**src/rtl/reorder_buffer.sv**
```systemverilog
// Circular reorder buffer: allocates tags at issue, captures CDB results and
// retires strictly in order, flushing everything on a mispredicted branch.
module reorder_buffer #(
   parameter int ROB_WIDTH = 4
) (
   input  logic                 clk_in,
   input  logic                 rst_n_in,
   input  logic                 rdy_in,
   input  logic                 issue_signal,
   input  logic [4:0]           issue_rd_id,
   input  logic                 issue_is_branch,
   input  logic                 issue_pred_taken,
   input  logic [31:0]          issue_alt_pc,
   output logic [ROB_WIDTH-1:0] issue_tag,
   output logic                 rob_full,
   input  logic                 wb_signal,
   input  logic [ROB_WIDTH-1:0] wb_tag,
   input  logic [31:0]          wb_value,
   input  logic                 wb_taken,
   input  logic [ROB_WIDTH-1:0] query_tag_1,
   input  logic [ROB_WIDTH-1:0] query_tag_2,
   output logic                 query_ready_1,
   output logic                 query_ready_2,
   output logic [31:0]          query_value_1,
   output logic [31:0]          query_value_2,
   output logic                 rob_commit_signal,
   output logic [4:0]           commit_rd_id,
   output logic [ROB_WIDTH-1:0] commit_rd_tag,
   output logic [31:0]          commit_rd_value,
   output logic                 clear_signal,
   output logic [31:0]          clear_pc
);
   localparam int DEPTH = 1 << ROB_WIDTH;
   localparam logic [ROB_WIDTH-1:0] PTR_ONE  = {{(ROB_WIDTH-1){1'b0}}, 1'b1};
   localparam logic [ROB_WIDTH:0]   CNT_ONE  = {{ROB_WIDTH{1'b0}}, 1'b1};
   localparam logic [ROB_WIDTH:0]   CNT_FULL = {1'b1, {ROB_WIDTH{1'b0}}};

   logic [ROB_WIDTH-1:0] head_q, head_d, tail_q, tail_d;
   logic [ROB_WIDTH:0]   count_q, count_d;
   logic [DEPTH-1:0]     busy_q, busy_d, ready_q, ready_d;
   logic [DEPTH-1:0]     is_br_q, is_br_d, pred_q, pred_d, taken_q, taken_d;
   logic [4:0]           rd_id_q  [DEPTH];
   logic [4:0]           rd_id_d  [DEPTH];
   logic [31:0]          value_q  [DEPTH];
   logic [31:0]          value_d  [DEPTH];
   logic [31:0]          alt_pc_q [DEPTH];
   logic [31:0]          alt_pc_d [DEPTH];
   logic                 commit_q, commit_d, clear_q, clear_d;
   logic [4:0]           c_rd_id_q, c_rd_id_d;
   logic [ROB_WIDTH-1:0] c_tag_q, c_tag_d;
   logic [31:0]          c_value_q, c_value_d, clear_pc_q, clear_pc_d;
   logic                 issue_acc_s, wb_acc_s, head_ok_s, mispredict_s, retire_s;

   assign issue_tag         = tail_q;
   assign rob_full          = (count_q == CNT_FULL);
   assign rob_commit_signal = commit_q;
   assign commit_rd_id      = c_rd_id_q;
   assign commit_rd_tag     = c_tag_q;
   assign commit_rd_value   = c_value_q;
   assign clear_signal      = clear_q;
   assign clear_pc          = clear_pc_q;

   // Operand lookup with same-cycle forwarding from the writeback bus
   always_comb begin
      query_ready_1 = ready_q[query_tag_1] | (wb_signal & (wb_tag == query_tag_1));
      query_ready_2 = ready_q[query_tag_2] | (wb_signal & (wb_tag == query_tag_2));
      query_value_1 = (wb_signal & (wb_tag == query_tag_1)) ? wb_value : value_q[query_tag_1];
      query_value_2 = (wb_signal & (wb_tag == query_tag_2)) ? wb_value : value_q[query_tag_2];
   end

   // Next-state: writeback, issue, in-order retire and mispredict flush
   always_comb begin
      head_d     = head_q;
      tail_d     = tail_q;
      count_d    = count_q;
      busy_d     = busy_q;
      ready_d    = ready_q;
      is_br_d    = is_br_q;
      pred_d     = pred_q;
      taken_d    = taken_q;
      rd_id_d    = rd_id_q;
      value_d    = value_q;
      alt_pc_d   = alt_pc_q;
      c_rd_id_d  = c_rd_id_q;
      c_tag_d    = c_tag_q;
      c_value_d  = c_value_q;
      clear_pc_d = clear_pc_q;

      issue_acc_s  = rdy_in & issue_signal & ~rob_full & ~clear_q;
      wb_acc_s     = rdy_in & wb_signal & busy_q[wb_tag] & ~clear_q;
      head_ok_s    = rdy_in & ~clear_q & busy_q[head_q] & ready_q[head_q];
      mispredict_s = is_br_q[head_q] & (taken_q[head_q] != pred_q[head_q]);
      retire_s     = head_ok_s & ~mispredict_s;

      // Pulses drop on every enabled edge; a stalled edge keeps them
      if (rdy_in) begin
         commit_d = 1'b0;
         clear_d  = 1'b0;
      end else begin
         commit_d = commit_q;
         clear_d  = clear_q;
      end

      if (wb_acc_s) begin
         ready_d[wb_tag] = 1'b1;
         value_d[wb_tag] = wb_value;
         taken_d[wb_tag] = wb_taken;
      end else begin
         ready_d = ready_d;
      end

      if (issue_acc_s) begin
         busy_d[tail_q]   = 1'b1;
         ready_d[tail_q]  = 1'b0;
         rd_id_d[tail_q]  = issue_rd_id;
         is_br_d[tail_q]  = issue_is_branch;
         pred_d[tail_q]   = issue_pred_taken;
         alt_pc_d[tail_q] = issue_alt_pc;
         tail_d           = tail_q + PTR_ONE;
      end else begin
         tail_d = tail_q;
      end

      if (retire_s) begin
         commit_d       = 1'b1;
         c_rd_id_d      = rd_id_q[head_q];
         c_tag_d        = head_q;
         c_value_d      = value_q[head_q];
         busy_d[head_q] = 1'b0;
         head_d         = head_q + PTR_ONE;
      end else begin
         head_d = head_q;
      end

      case ({issue_acc_s, retire_s})
         2'b10:   count_d = count_q + CNT_ONE;
         2'b01:   count_d = count_q - CNT_ONE;
         default: count_d = count_q;
      endcase

      // A wrong-path branch at the head discards every younger entry
      if (head_ok_s & mispredict_s) begin
         clear_d    = 1'b1;
         clear_pc_d = alt_pc_q[head_q];
         busy_d     = '0;
         head_d     = '0;
         tail_d     = '0;
         count_d    = '0;
      end else begin
         clear_pc_d = clear_pc_d;
      end
   end

   // State registers with asynchronous clear
   always_ff @(posedge clk_in or negedge rst_n_in) begin
      if (!rst_n_in) begin
         head_q     <= '0;
         tail_q     <= '0;
         count_q    <= '0;
         busy_q     <= '0;
         ready_q    <= '0;
         is_br_q    <= '0;
         pred_q     <= '0;
         taken_q    <= '0;
         for (int i = 0; i < DEPTH; i++) begin
            rd_id_q[i]  <= 5'd0;
            value_q[i]  <= 32'd0;
            alt_pc_q[i] <= 32'd0;
         end
         commit_q   <= 1'b0;
         c_rd_id_q  <= 5'd0;
         c_tag_q    <= '0;
         c_value_q  <= 32'd0;
         clear_q    <= 1'b0;
         clear_pc_q <= 32'd0;
      end else begin
         head_q     <= head_d;
         tail_q     <= tail_d;
         count_q    <= count_d;
         busy_q     <= busy_d;
         ready_q    <= ready_d;
         is_br_q    <= is_br_d;
         pred_q     <= pred_d;
         taken_q    <= taken_d;
         rd_id_q    <= rd_id_d;
         value_q    <= value_d;
         alt_pc_q   <= alt_pc_d;
         commit_q   <= commit_d;
         c_rd_id_q  <= c_rd_id_d;
         c_tag_q    <= c_tag_d;
         c_value_q  <= c_value_d;
         clear_q    <= clear_d;
         clear_pc_q <= clear_pc_d;
      end
   end
endmodule

```
**config.mk**
```make
export PLATFORM = sky130hd
export DESIGN_NAME = reorder_buffer
export DESIGN_NICKNAME = d
export VERILOG_FILES = /design/src/rtl/reorder_buffer.sv
export SDC_FILE = /design/constraint.sdc
export NUM_CORES = 2
export LEC_CHECK = 0
export CORE_UTILIZATION = 40
export DETAILED_ROUTE_END_ITERATION = 10
export GPL_TIMING_DRIVEN = 0
export PLACE_DENSITY = 0.59
export SYNTH_ARGS = -nofsm -noshare
export SYNTH_HDL_FRONTEND = slang
export SYNTH_SLANG_ARGS = --single-unit
```
**constraint.sdc**
```tcl
create_clock -name clk_in -period 4.1 [get_ports clk_in]
set_input_delay 1.025 -clock clk_in [delete_from_list [all_inputs] [get_ports clk_in]]
set_output_delay 1.025 -clock clk_in [all_outputs]
set_load 0.1 [all_outputs]
```
# Word-level counts from Yosys, hierarchy flattened
# Index checks and enable logic that the tools add are counted.
dict set report totals {
  memories 0
  in_bits 89
  mem_bits_rw 0
  latchBits 0
  regBits 1272
  word_cells 192
  rom_bits 0
}
dict set report op_classes {
  n_addsub 4
  bitwise 30
  n_lt_le_gt_ge 15
  mul 0
  eq_ne 6
  reduce_logical 10
  shift 0
  mux 65
  div_mod_pow 0
}
# op count
set op_table {}
lappend op_table {{512-bit bitwise mux} 2}
lappend op_table {{32-bit binary-select mux with 4-bit select} 4}
lappend op_table {{32-bit two-way mux} 12}
lappend op_table {{32-bit demux with 4-bit select} 2}
lappend op_table {{80-bit bitwise mux} 1}
lappend op_table {{16-bit two-way mux} 5}
lappend op_table {{16-bit bitwise mux} 3}
lappend op_table {{16-bit AND} 2}
lappend op_table {{1-bit binary-select mux with 4-bit select} 8}
lappend op_table {{16-bit NOT} 2}
lappend op_table {{16-bit bitwise OR} 2}
lappend op_table {{5-bit greater-or-equal comparator, second input constant} 5}
lappend op_table {{4-bit by 5-bit < comparator with 1-bit output, second input constant} 5}
lappend op_table {{4-bit NOT with 5-bit output} 5}
lappend op_table {{5-bit binary-select mux with 4-bit select} 1}
lappend op_table {{5-bit demux with 4-bit select} 1}
lappend op_table {{5-bit two-way mux} 4}
lappend op_table {{4-bit two-way mux} 4}
lappend op_table {{1-bit AND} 14}
lappend op_table {{1-bit two-way mux} 14}
lappend op_table {{1-bit demux with 4-bit select} 3}
lappend op_table {{4-bit by 1-bit greater-or-equal comparator with 1-bit output, second input constant} 3}
lappend op_table {{5-bit by 1-bit < comparator with 1-bit output, second input constant} 2}
lappend op_table {{5-bit one-hot mux with 2 select lines} 1}
lappend op_table {{other kinds (13)} 25}

# Depth between registers and ports, before layout
dict set report depth {
  depth_word 9
  depth_mapped 18
  mapped_depth_nobuf 14
}

# Worst setup path before layout
# No wires, ideal clock.
dict set report synth_path {
  path_type {flip-flop to flip-flop}
  from {register count_q[2]}
  to {register count_q[4]}
  path_slack_ns -1.821
  setup_time_ns 0.119
  t_arrival_ns 5.802
  synth_period_minus_slack_ns 5.921
  required_time_ns 3.981
  path_stages_with_launch 15
  path_buffers 2
  path_cell_list {dfrtp_1 -> clkbuf_1 -> nor4_1 -> nor2_2 -> inv_1 -> ha_1 -> clkbuf_1 -> xor2_1 -> ha_1 -> a21boi_0 -> o221ai_1 -> a21o_1 -> a21oi_1 -> xnor2_1 -> nor2_1}
}
dict set report synth_between {
  elab_chain_cells 7
}
# element line
set synth_rtl {}
lappend synth_rtl {{from (decl)} 39} ;# logic [ROB_WIDTH:0] count_q, count_d;
lappend synth_rtl {{from (signal assigned)} 179} ;# count_q <= count_d;
lappend synth_rtl {{5-bit equality test (*)} 55} ;# assign rob_full = (count_q == CNT_FULL);
lappend synth_rtl {{named net rob_full} 15} ;# output logic rob_full,
lappend synth_rtl {{1-bit NOT (*)} 89} ;# issue_acc_s = rdy_in & issue_signal & ~rob_full & ~clear_q;
lappend synth_rtl {{1-bit AND (*) (2 in series)} 89}
lappend synth_rtl {{2-bit by 1-bit equality test with 1-bit output / 2-bit equality test (equally long branches)} 135} ;# case ({issue_acc_s, retire_s})
lappend synth_rtl {{5-bit one-hot mux with 2 select lines} 135}
lappend synth_rtl {{5-bit two-way mux} 142} ;# if (head_ok_s & mispredict_s) begin
# The timed path passes the listed nets; every way through them passes the cells marked *.
# A chain may end at the register's enable or synchronous reset.

# Worst setup path after layout
dict set report layout_path {
  from {input query_tag_2[0]}
  to {output query_value_2[30]}
}
dict set report layout_between {
  elab_chain_cells 5
}
# element line
set layout_rtl {}
lappend layout_rtl {{from (decl)} 21} ;# input logic [ROB_WIDTH-1:0] query_tag_2,
lappend layout_rtl {{4-bit NOT with 5-bit output (not written as such)} 68} ;# query_value_2 = (wb_signal & (wb_tag == query_tag_2)) ? wb_value : value_q[query_tag_2];
lappend layout_rtl {{32-bit binary-select mux with 4-bit select} 68}
lappend layout_rtl {{32-bit two-way mux (not written as such) (2 in series)} 68}
lappend layout_rtl {{32-bit two-way mux (*)} 68}
lappend layout_rtl {{to (decl)} 25} ;# output logic [31:0] query_value_2,
# Every way passes the cells marked *; elsewhere a longest branch is shown, timed or not. The select of a mux whose other input is x is not followed.

==> metrics.txt <==
P_leak=33.98 nW; crit path kind=in -> out; count of final setup violators=4; critical path endpoint category=output pin; Simple-Gate Fraction of Synth Area=0.009172; Ports=235; Final nets=4367; Syn-to-layout area delta=17.92%; Syn. warnings=0; Final Instance Area=0.07689 mm2; post-synthesis cell count=3860; DIE WIDTH=405.8 um; slew at the pin closest to its max-slew limit=1447 ps; Post-synth ARST share=1.000; First-pass DRT Iterations=5; vias=39610; vias in the first global route=41230; worst setup path startpoint=query_tag_2[0]; Fin. Hold Viols=0; Fin Clk Skew=18.37 ps; fmax=243.4 MHz; met3 Usage GRT=0.05053; met2 Use GR=0.4096; root buf cell=clkbuf_16; Avg WL per Cell=31.70 um; period utilization=1.002; clock buffer depth=3; met1 usage=0.3458; post-synthesis cell type count=47; CP Data Required Time=3070 ps; share of cells above drive strength 1=0.5810; RSZ-0062 raised after global routing=true; violated checks=setup timing; grt peak-use layer=met2; Worst-path clk slew=60 ps; Worst Reg-to-Reg Cells=5; crit path launch type=primary input; Final min period=4108 ps; CTS buffer count=around 150; Reg-to-Reg Start=head_q[2]$_DFFE_PN0P_; Residual DRC=0; Clock Sinks=1272; flops & latches, synth=1272; Most used DFF post-synth=dfrtp_1; die area=0.1646 mm2; DR iter-0 viols=3264; FP Rows=147; Arr. time, crit path=3080 ps; largest family of logic cells by synthesized area=multiplexers; TritonCTS clock tree=yes; EDFF count, synth=0; pwr/cell area=669.9 mW/mm2; WL final=approximately 210 mm; fraction of the mapped netlist area in adder cells=0.002303; Worst VDD drop=between 0.4 and 0.5 mV; Synth Area in Compound Gates=0.007003; Core Box Area=0.1611 mm2; Final TNS setup=-20.20 ps; fillers=14010; vias per inst=6.059; Initial Util=0.4047; Routability Congestion=approximately 0.84; worst-path maximum fanout=10; Netlist Area Pre-Place=0.06521 mm2; crit path capture=query_value_2[30]; worst-skew pair later-pin latency=770 ps; Mapped Nets=3961; global-route wire length before repair=between 300 and 400 mm; Slew headroom=0.03509; largest net degree at the start of global routing=170; outcome=finished with violations; Max Cap Viol=0; final-report max-slew violation count=0; Routed Antenna Nets=0; Reg2Reg Setup Slack=220 ps; Die H=405.8 um; mux cell area share after synthesis=0.4648; post-synthesis sequential area ratio=0.4881; Avg Inst Size Synth=16.89 um2; Remaining Overflow, GRT=0; reg-to-reg endpoint=commit_rd_value[15]$_DFFE_PN0N_; H-tree levels=4; min setup slack post-route=-7.862 ps; Hold WS=136.0 ps; worst hold path class=in -> async; Synth Area in XOR/XNOR=0.002552; port bufs=225; antenna violations before repair=15; GRT Resource Usage Total=0.2564; Placed Area=0.07066 mm2; post-DP HPWL=around 140 mm
-- layout make-up --
class | instances | area [um2] | share of cell area
antenna | 3 | 7.507 | 0.00009763
buffer | 379 | 2633 | 0.03424
clock buffer | 219 | 4313 | 0.05609
clock inverter | 38 | 450.4 | 0.005858
inverter | 16 | 60.06 | 0.0007811
multi-input combinational | 2192 | 31910 | 0.4151
sequential | 1272 | 31830 | 0.4140
tap | 2160 | 2703 | 0.03515
timing repair buffer | 259 | 2979 | 0.03874
-- where the power goes --
group	total, W	switching [W]	internal, W	leakage [nW]
Sequential	0.0189	0.00237	0.0166	16.9
Clock	0.0132	0.00545	0.00771	2.33
Combinational	0.0194	0.00991	0.00952	14.8
Total	0.0515	0.0177	0.0338	34.0
-- worst min path at each step --
stage / end / from / cells after the start / slack, ps
finish: value_q[360]$_DFFE_PN0P_ / rst_n_in / 1 / 140
detailed placement: clear_pc[30]$_DFFE_PN0P_ / clear_pc[30]$_DFFE_PN0P_ / 1 / 480
global route: value_q[360]$_DFFE_PN0P_ / rst_n_in / 1 / 200
floorplan: alt_pc_q[438]$_DFFE_PN0P_ / alt_pc_q[438]$_DFFE_PN0P_ / 1 / 470
global placement: clear_pc[30]$_DFFE_PN0P_ / clear_pc[30]$_DFFE_PN0P_ / 1 / 470
CTS: value_q[360]$_DFFE_PN0P_ / rst_n_in / 1 / 180
-- cell families after synthesis --
family | count (synthesis)
DFF | 1272
xor gates and xnor gates | 19
muxes | 1993
adders and majority gates | 12
and+or+nand+nor | 108
buffers and inverters | 396
AOI/OAI and AO/OA | 60
-- cells in the mapped netlist, drive strengths merged, types with 2 or more instances --
cell type,n,area [um2]
a21boi,6,45.04
a22oi,8,60.06
a21o,4,30.03
or2,9,56.30
mux2,1290,14530
o21a,10,75.07
nand4,16,106.4
nand2b,3,18.77
xor2,10,87.58
mux2i,4,40.04
dfrtp,1272,31830
a21oi,9,56.31
xnor2,9,78.83
nor2b,17,106.4
nor3,4,36.29
ha,12,150.1
nand3,4,20.02
buf,185,905.9
mux4,699,15740
nor4,3,31.28
nand2,21,78.83
inv,16,60.06
a311oi,16,140.1
clkbuf,195,732.0
o21ai,2,10.01
nor2,24,92.59
nand3b,2,15.01
-- worst max-delay path: stages --
cell and delay, ps:
clkbuf_16 150, buf_12 180, buf_16 180, mux4_2 520
mux4_2 470, mux2_4 330, buf_6 200
-- per-stage QoR --
stage	worst slack, ps	power (W)	cells	utilization
after floorplan	-170.4	0.03240	3860	-
after global placement	-57940	0.03801	6245	0.4370
after detailed placement	-2427	0.03823	6254	0.4386
after CTS	-1.700	0.05168	6529	0.4752
after global routing	-34.85	0.05377	6536	0.4772
final	-7.862	0.05151	6538	0.4772
-- per-layer routing --
layer | vias to the layer above | wire length (um)
li1 | 15990 | -
met5 | - | 115
met2 | 1493 | 99240
met1 | 21650 | 85830
met4 | 20 | 8305
met3 | 463 | 13740
-- what timing repair did --
item	CTS	global route
hold buffers	0	0
pin swaps	3	1
resized for setup	683	73
setup endpoints to repair	165	53
setup buffers	14	6
gates cloned	4	1
-- sequential cells by signal, summed over array words and instances (netlist names), 32 cells and up --
signal / cells
commit_rd_value: 32
value_q: 512
rd_id_q: 80
clear_pc: 32
alt_pc_q: 512
-- cell usage in the layout, fill, tap and decap left out, types with 19 or more instances in the layout --
master | Yosys | final
mux4_2 | 699 | 699
buf_1 | 50 | 35
clkdlybuf4s50_1 | 0 | 154
buf_12 | 0 | 20
mux2_4 | 0 | 45
nand2_1 | 21 | 21
buf_16 | 0 | 19
clkbuf_8 | 0 | 48
buf_6 | 4 | 61
buf_4 | 7 | 28
mux2_2 | 1288 | 1243
dfrtp_1 | 1272 | 1270
buf_2 | 124 | 103
nor2_1 | 23 | 23
clkbuf_1 | 195 | 174
clkbuf_16 | 0 | 166
clkbuf_2 | 0 | 21
Note: power is estimated with default switching activity, not from simulation.
